===== src/rtl/cp0_timer_ctrl.sv =====
// cp0_timer_ctrl: CP0 Count/Compare pair and MIPS timer interrupt (IP7).
// Optional: define CP0_TIMER_FREEZE_EN to let freeze hold tick and Count.
module cp0_timer_ctrl #(
  parameter logic [31:0] COUNT_INI    = 32'h0000_0000,
  parameter logic [31:0] COMPARE_INI  = 32'hFFFF_FFFF,
  parameter logic [5:0]  ADDR_COUNT   = 6'd9,
  parameter logic [5:0]  ADDR_COMPARE = 6'd11
) (
  input  logic        clk,
  input  logic        rst_n,
  input  logic        mtc0_we,
  input  logic [5:0]  cp0_addr,
  input  logic [31:0] mtc0_data,
  input  logic        status_ie,
  input  logic        status_exl,
  input  logic        status_im7,
  input  logic        freeze,
  output logic [31:0] rdata,
  output logic [31:0] count_o,
  output logic [31:0] compare_o,
  output logic        cause_ti,
  output logic        timer_irq
);

  typedef enum logic [1:0] {
    DISARMED = 2'd0,
    ARMED    = 2'd1,
    PENDING  = 2'd2
  } state_t;

  state_t      state_q;
  state_t      state_d;
  logic        tick_q;
  logic        tick_d;
  logic [31:0] count_q;
  logic [31:0] count_d;
  logic [31:0] compare_q;
  logic [31:0] compare_d;
  logic        ti_q;
  logic        ti_d;

  logic        wr_count;
  logic        wr_compare;
  logic        match;
  logic        run;
  logic        inc;
  logic        sel_count;
  logic        sel_compare;

  assign sel_count   = (cp0_addr == ADDR_COUNT);
  assign sel_compare = (cp0_addr == ADDR_COMPARE);
  assign wr_count    = mtc0_we && sel_count;
  assign wr_compare  = mtc0_we && sel_compare;
  assign match       = (count_q == compare_q);

`ifdef CP0_TIMER_FREEZE_EN
  assign run = ~freeze;
`else
  logic unused_freeze;
  assign unused_freeze = freeze;
  assign run = 1'b1;
`endif

  // Count only advances on the odd half of the divide-by-two phase
  assign inc = run & tick_q;

  // Tick phase: a Count write restarts the phase so the
  // freshly written value is held for two full cycles
  always_comb begin
    tick_d = tick_q;
    if (wr_count) begin
      tick_d = 1'b0;
    end else if (run) begin
      tick_d = ~tick_q;
    end
  end

  // Count: software write beats the free-running increment
  always_comb begin
    count_d = count_q;
    if (wr_count) begin
      count_d = mtc0_data;
    end else if (inc) begin
      count_d = count_q + 32'd1;
    end
  end

  // Compare: plain software-written register
  always_comb begin
    compare_d = compare_q;
    if (wr_compare) begin
      compare_d = mtc0_data;
    end
  end

  // Arming FSM: a Compare write always re-arms and clears TI,
  // even when it lands on the match cycle
  always_comb begin
    state_d = state_q;
    ti_d    = ti_q;
    unique case (state_q)
      DISARMED: begin
        if (wr_compare) begin
          state_d = ARMED;
          ti_d    = 1'b0;
        end
      end
      ARMED: begin
        if (wr_compare) begin
          state_d = ARMED;
          ti_d    = 1'b0;
        end else if (match) begin
          state_d = PENDING;
          ti_d    = 1'b1;
        end
      end
      PENDING: begin
        if (wr_compare) begin
          state_d = ARMED;
          ti_d    = 1'b0;
        end
      end
      default: begin
        state_d = DISARMED;
        ti_d    = 1'b0;
      end
    endcase
  end

  // State register with synchronous active-low reset
  always_ff @(posedge clk) begin
    if (!rst_n) begin
      state_q   <= DISARMED;
      tick_q    <= 1'b0;
      count_q   <= COUNT_INI;
      compare_q <= COMPARE_INI;
      ti_q      <= 1'b0;
    end else begin
      state_q   <= state_d;
      tick_q    <= tick_d;
      count_q   <= count_d;
      compare_q <= compare_d;
      ti_q      <= ti_d;
    end
  end

  // MFC0 read mux
  always_comb begin
    rdata = 32'h0;
    unique case (1'b1)
      sel_count:   rdata = count_q;
      sel_compare: rdata = compare_q;
      default:     rdata = 32'h0;
    endcase
  end

  assign count_o   = count_q;
  assign compare_o = compare_q;
  assign cause_ti  = ti_q;
  assign timer_irq = ti_q & status_ie & ~status_exl & status_im7;

endmodule


===== config.mk =====
export PLATFORM = sky130hd
export DESIGN_NAME = cp0_timer_ctrl
export DESIGN_NICKNAME = d
export VERILOG_FILES = /design/src/rtl/cp0_timer_ctrl.sv
export SDC_FILE = /design/constraint.sdc
export NUM_CORES = 1
export LEC_CHECK = 0
export BUFFER_PORTS_ARGS = -buffer_cell sky130_fd_sc_hd__buf_2
export CORE_MARGIN = 2
export CORE_UTILIZATION = 25
export DETAILED_ROUTE_END_ITERATION = 8
export GPL_TIMING_DRIVEN = 0
export PLACE_DENSITY = 0.55
export REMOVE_ABC_BUFFERS = 1
export SETUP_SLACK_MARGIN = 0.3
export SLEW_MARGIN = 10
export SYNTH_ARGS = -nofsm -noshare
export SYNTH_HDL_FRONTEND = slang
export SYNTH_SLANG_ARGS = --single-unit

===== constraint.sdc =====
create_clock -name clk -period 2.34 [get_ports clk]
set_clock_uncertainty 0.15 [all_clocks]
set_input_delay 0.351 -clock clk [delete_from_list [all_inputs] [get_ports clk]]
set_output_delay 0.351 -clock clk [all_outputs]
set_load 0.01 [all_outputs]

Word level (Yosys, flattened, before mapping). Index checks and enable logic that the tools add are counted.

Register bits: 68. Bits in latches: 0. Memory bits (writable): 0. Bits in read-only memories: 0. Input port bits: 45. Word-level logic and storage cells: 37. Memories: 0.

$add $sub $neg: 1. $mul: 0. Div/mod/pow operators: 0. Order comparisons: 0. Equal/unequal tests: 7. Shift-type cells: 0. Multiplexer cells: 11. Bitwise logic cells: 6. Reduce and logical (&&, ||, !) cells: 7.

Operator list (number): 32-bit two-way mux (2); 32-bit case mux with 2 select lines (1); 32-bit by 1-bit adder with 32-bit output, second input constant (1); 32-bit equality test (1); 6-bit by 4-bit equality test with 1-bit output, second input constant (2); 2-bit two-way mux (3); 2-bit case mux with 2 select lines (1); 2-bit OR reduction (2); 1-bit bitwise AND (3); 1-bit two-way mux (3); 3-bit != test, second input constant (1); 1-bit NOT (3); 2-bit by 1-bit equality test with 1-bit output, second input constant (1); 2-bit equality test, second input constant (1); 1-bit logical AND (2); 2-bit logical NOT (1); 2-bit by 1-bit != test with 1-bit output, second input constant (1); 1-bit case mux with 2 select lines (1); 2-bit AND reduction (1); 2-bit nonzero test (1).

Depth between registers and ports, before layout.
Depth after elaboration: 4. Depth in mapped cells: 6. Gate-level depth less buffers: 6.

Worst setup path after synthesis. Ideal clock, no wire load.

Kind: reg2reg. Start: reg count_q[14], in the netlist count_o[14]. End: reg count_q[28], in the netlist count_o[28]. Data arrival time: 2.004 ns. Required time: 2.120 ns. Path slack: 0.116 ns. Cell stages (with the launch flop): 7. Period minus slack after synthesis: 2.224 ns. Path through: dfxtp_1 > buf_2 > nand4_1 > or4_4 > or4_4 > xor2_1 > a21oi_1.

Cells in the longest elaborated chain, start to end: 3.

Ends and longest elaborated chain: from (decl) (RTL line 35) `logic [31:0] count_q;`; from (signal assigned) (RTL line 141) `count_q <= count_d;`; 32-bit by 1-bit adder with 32-bit output (RTL line 84) `count_d = count_q + 32'd1;`; 32-bit two-way mux (RTL line 83) `end else if (inc) begin`; 32-bit two-way mux (RTL line 81) `if (wr_count) begin`.

Every way passes these cells. The select of a mux whose other input is x is not followed. A chain may end at the register's enable or synchronous reset.

Final worst setup path.
Start: reg count_q[4], in the netlist count_o[4]. End: reg count_q[28], in the netlist count_o[28].

The elaborated chain is that of the path after synthesis.

==> flow_summary.toml <==
[place]
port-buffer-count = 141
place_area_sq_um = 4700
numPlacedInstances = 787
dp_hpwl_um = 9490
gp_congestion = 0.789
dp_worst_setup_slack_ns = -0.857

[global_route]
top_usage_layer = "met2"
gr-total-overflow = 0
grt_max_degree = 56
grt_pass1_wl_um = 21600
track_usage_pct = 17.2
use_met2_pct = 26.7
grt_pass1_vias = 3756
grtUsageMet3_pct = 4.15
gr-usage-met1_pct = 24.4
antenna_found_initial = 0

[outcome]
status = "complete, no violations"

[clock_network]
cts-buffers-inserted = 9
cts_hold_buf = 0
clock_latency_ns = 0.34
clock_path_buffers = 2
clkSinkCount = 68
cts_tree = "done"
clk_pin_slew_ns = 0.05
cts_root_buffer = "clkbuf_16"
htree_levels = 3

[detailed_routing]
num_vias = 3997
drc = 0
wirelength_um = 14000
wl_per_cell_um = 17.0
dr.pass1.iters = 4
via_per_inst = 4.84
ant_nets = 0
drtIter0Drc = 191

[synthesis]
synthTopCellsByArea = "dfxtp_1 36%, mux2i_1 8.6%, nand2_1 7.9%"
synth.distinct_cells = 34
synth_top_cell_by_area = "dfxtp_1"
syn_inst = 489
synth_most_common_cell = "nand2_1"
yosys.area.top_type_share_pct = 35.6
ys_seq_area_share_pct = 35.6
syn_avg_cell_area_sq_um = 7.81
netlist_area_sq_um = 3820
synth_commonest_cells = "80 x nand2_1, 68 x dfxtp_1, 55 x nor2_1"
synthArstFlopShare_pct = 0
synthFlopType = "dfxtp_1"
synth_edf_count = 0
synth-seq-cells = 68
yosys_warnings = 0

[timing]
slew-limit-headroom_pct = 49.6
max_freq_mhz = 502
hold_violations = 0
fin_ws_ns = 0.347
setup_viol = 0
fin_setup_tns_ns = 0
worstMarginPinSlew_ns = 0.752
drv_slew = 0
rsz0062_at_grt = "yes"
period_minus_slack_ns = 1.99
worst_hold_slack_ns = 0.0853
period_share_pct = 85.2

[worst_setup_path]
path_max_fanout = 8
crit_type = "register to register"
slowest_delay_ns = 0.47
cp_cell_sequence = "nand4_4 -> or4_4 -> or4_4 -> xor2_1 -> a21oi_1"
critPathArrivalTime_ns = 2.11
end_kind = "register"
start_kind = "register"
r2r_setup_slack_ns = 0.35
reg2reg_depth = 5
critPathSlowestCell = "or4_4"
r2r_end = "count_o[28]"
worstPathRequired_ns = 2.45
critPathMostFrequentCell = "or4_4"
r2r_start = "count_o[4]"

[floorplanning]
row_count = 45
die_area_sq_um = 16300
ios = 143
core_area_sq_um = 15100
die_x_um = 128
start_util_pct = 25.3
die_h_um = 128

[min_path]
min_to = "compare_o[19]"
hp-class = "input port to register"
min_path_cells = 3
hp-start = "mtc0_data[19]"

[cells_and_area]
drive_above_1_share_pct = 36.7
area_growth_pct = 41.2
final_nets = 679
n_fill_cell = 1647
finalInstanceArea_sq_um = 5390
antenna_cells = 0
stdcell_count = 825

[power]
leakage_uw = 0.00242
ir_worst_vdd_mv = 0.322
p_per_area_nw_per_um2 = 507

[run]
maxCapViolCount = 0
-- per-stage QoR --
stage               power [uW]  util [%]
detailed placement        1420      31.1
CTS                       2780      35.2
global placement          1420      30.7
floorplan                 1300         -
finish                    2740      35.7
global route              2860      35.7
-- how the worst max path moves through the flow --
stage / start / end / slack (ns) / cells after the start
floorplan: cp0_addr[5] / cause_ti / -1.07 / 5
global placement: cp0_addr[5] / cause_ti / -3.04 / 6
detailed placement: cp0_addr[5] / cause_ti / -0.86 / 7
CTS: count_o[0] / count_o[20] / 0.30 / 6
global route: count_o[15] / count_o[28] / 0.21 / 5
finish: count_o[4] / count_o[28] / 0.35 / 5
-- cell families (layout without fill, tap and decap cells) --
family | after synthesis | after routing | synth area share [%]
AO/OA/AOI/OAI | 50 | 50 | 7.60
XOR/XNOR | 63 | 63 | 14.4
adder cells (fa/ha/maj) | 1 | 1 | 0.327
buffers and inverters | 37 | 183 | 3.73
flip-flops | 68 | 68 | 35.6
multiplexers | 33 | 33 | 8.65
AND/OR/NAND/NOR | 237 | 239 | 29.6
-- registers in the layout, indices dropped and copies added (netlist names) --
signal	cells
cause_ti	1
compare_o	32
count_o	32
inc	1
state_q	2
-- power breakdown --
group	leakage (uW)	internal (uW)	total [uW]	switching (uW)
clock network	0.000140	847	1350	499
logic	0.00171	91.9	209	117
registers	0.000569	1160	1180	25.5
total	0.00242	2090	2740	642
-- cells in the final DEF, fill, tap and decap left out, types with 2 or more instances in the layout --
| cell type | Yosys | layout |
|---|---|---|
| clkbuf_1 | 31 | 3 |
| buf_2 | 3 | 139 |
| nand4_1 | 20 | 20 |
| or2_2 | 2 | 2 |
| o21ai_0 | 19 | 19 |
| and3_1 | 4 | 3 |
| nor4_2 | 0 | 7 |
| buf_6 | 0 | 3 |
| nand2_4 | 0 | 2 |
| dfxtp_1 | 68 | 40 |
| xor2_1 | 33 | 33 |
| inv_1 | 2 | 2 |
| nor3_1 | 6 | 3 |
| xnor2_2 | 0 | 2 |
| and2_1 | 2 | 2 |
| clkbuf_16 | 0 | 9 |
| dfxtp_4 | 0 | 16 |
| nand2_1 | 80 | 78 |
| or4_4 | 2 | 2 |
| mux2i_1 | 33 | 33 |
| buf_4 | 0 | 21 |
| nor3_2 | 0 | 3 |
| nor4_1 | 10 | 2 |
| nand4b_1 | 2 | 3 |
| nand3_1 | 44 | 42 |
| a211oi_1 | 15 | 15 |
| a21oi_1 | 15 | 15 |
| nor2_1 | 55 | 54 |
| nand3_2 | 0 | 2 |
| xnor2_1 | 30 | 28 |
| dfxtp_2 | 0 | 12 |
-- worst max-delay path, delay by kind of cell (launching register included) --
family	cells	cell delay, ns
compound gates	1	0.13
simple gates	3	1.08
flops	1	0.41
xor+xnor	1	0.15
-- timing repair --
item,4_1_cts,5_1_grt
pin swaps,11,8
gates cloned,1,1
buffers inserted,19,2
setup endpoints to repair,100,29
gates resized for setup,54,16
-- routing by layer --
metal / share of wire (%) / up-vias
met5: 0 / -
met4: 0.83 / 0
met3: 5.8 / 10
met2: 45 / 118
met1: 48 / 1884
li1: - / 1985
-- cell type report --
type	count	area, sq um	area share [%]
clock buffer	13	250	4.64
sequential	68	1440	26.6
clock inverter	2	35.0	0.650
inverter	2	7.51	0.139
tap	188	235	4.36
multi-input combinational	386	2490	46.1
timing repair buffer	166	942	17.5
Power figures use the tool's default switching activity.
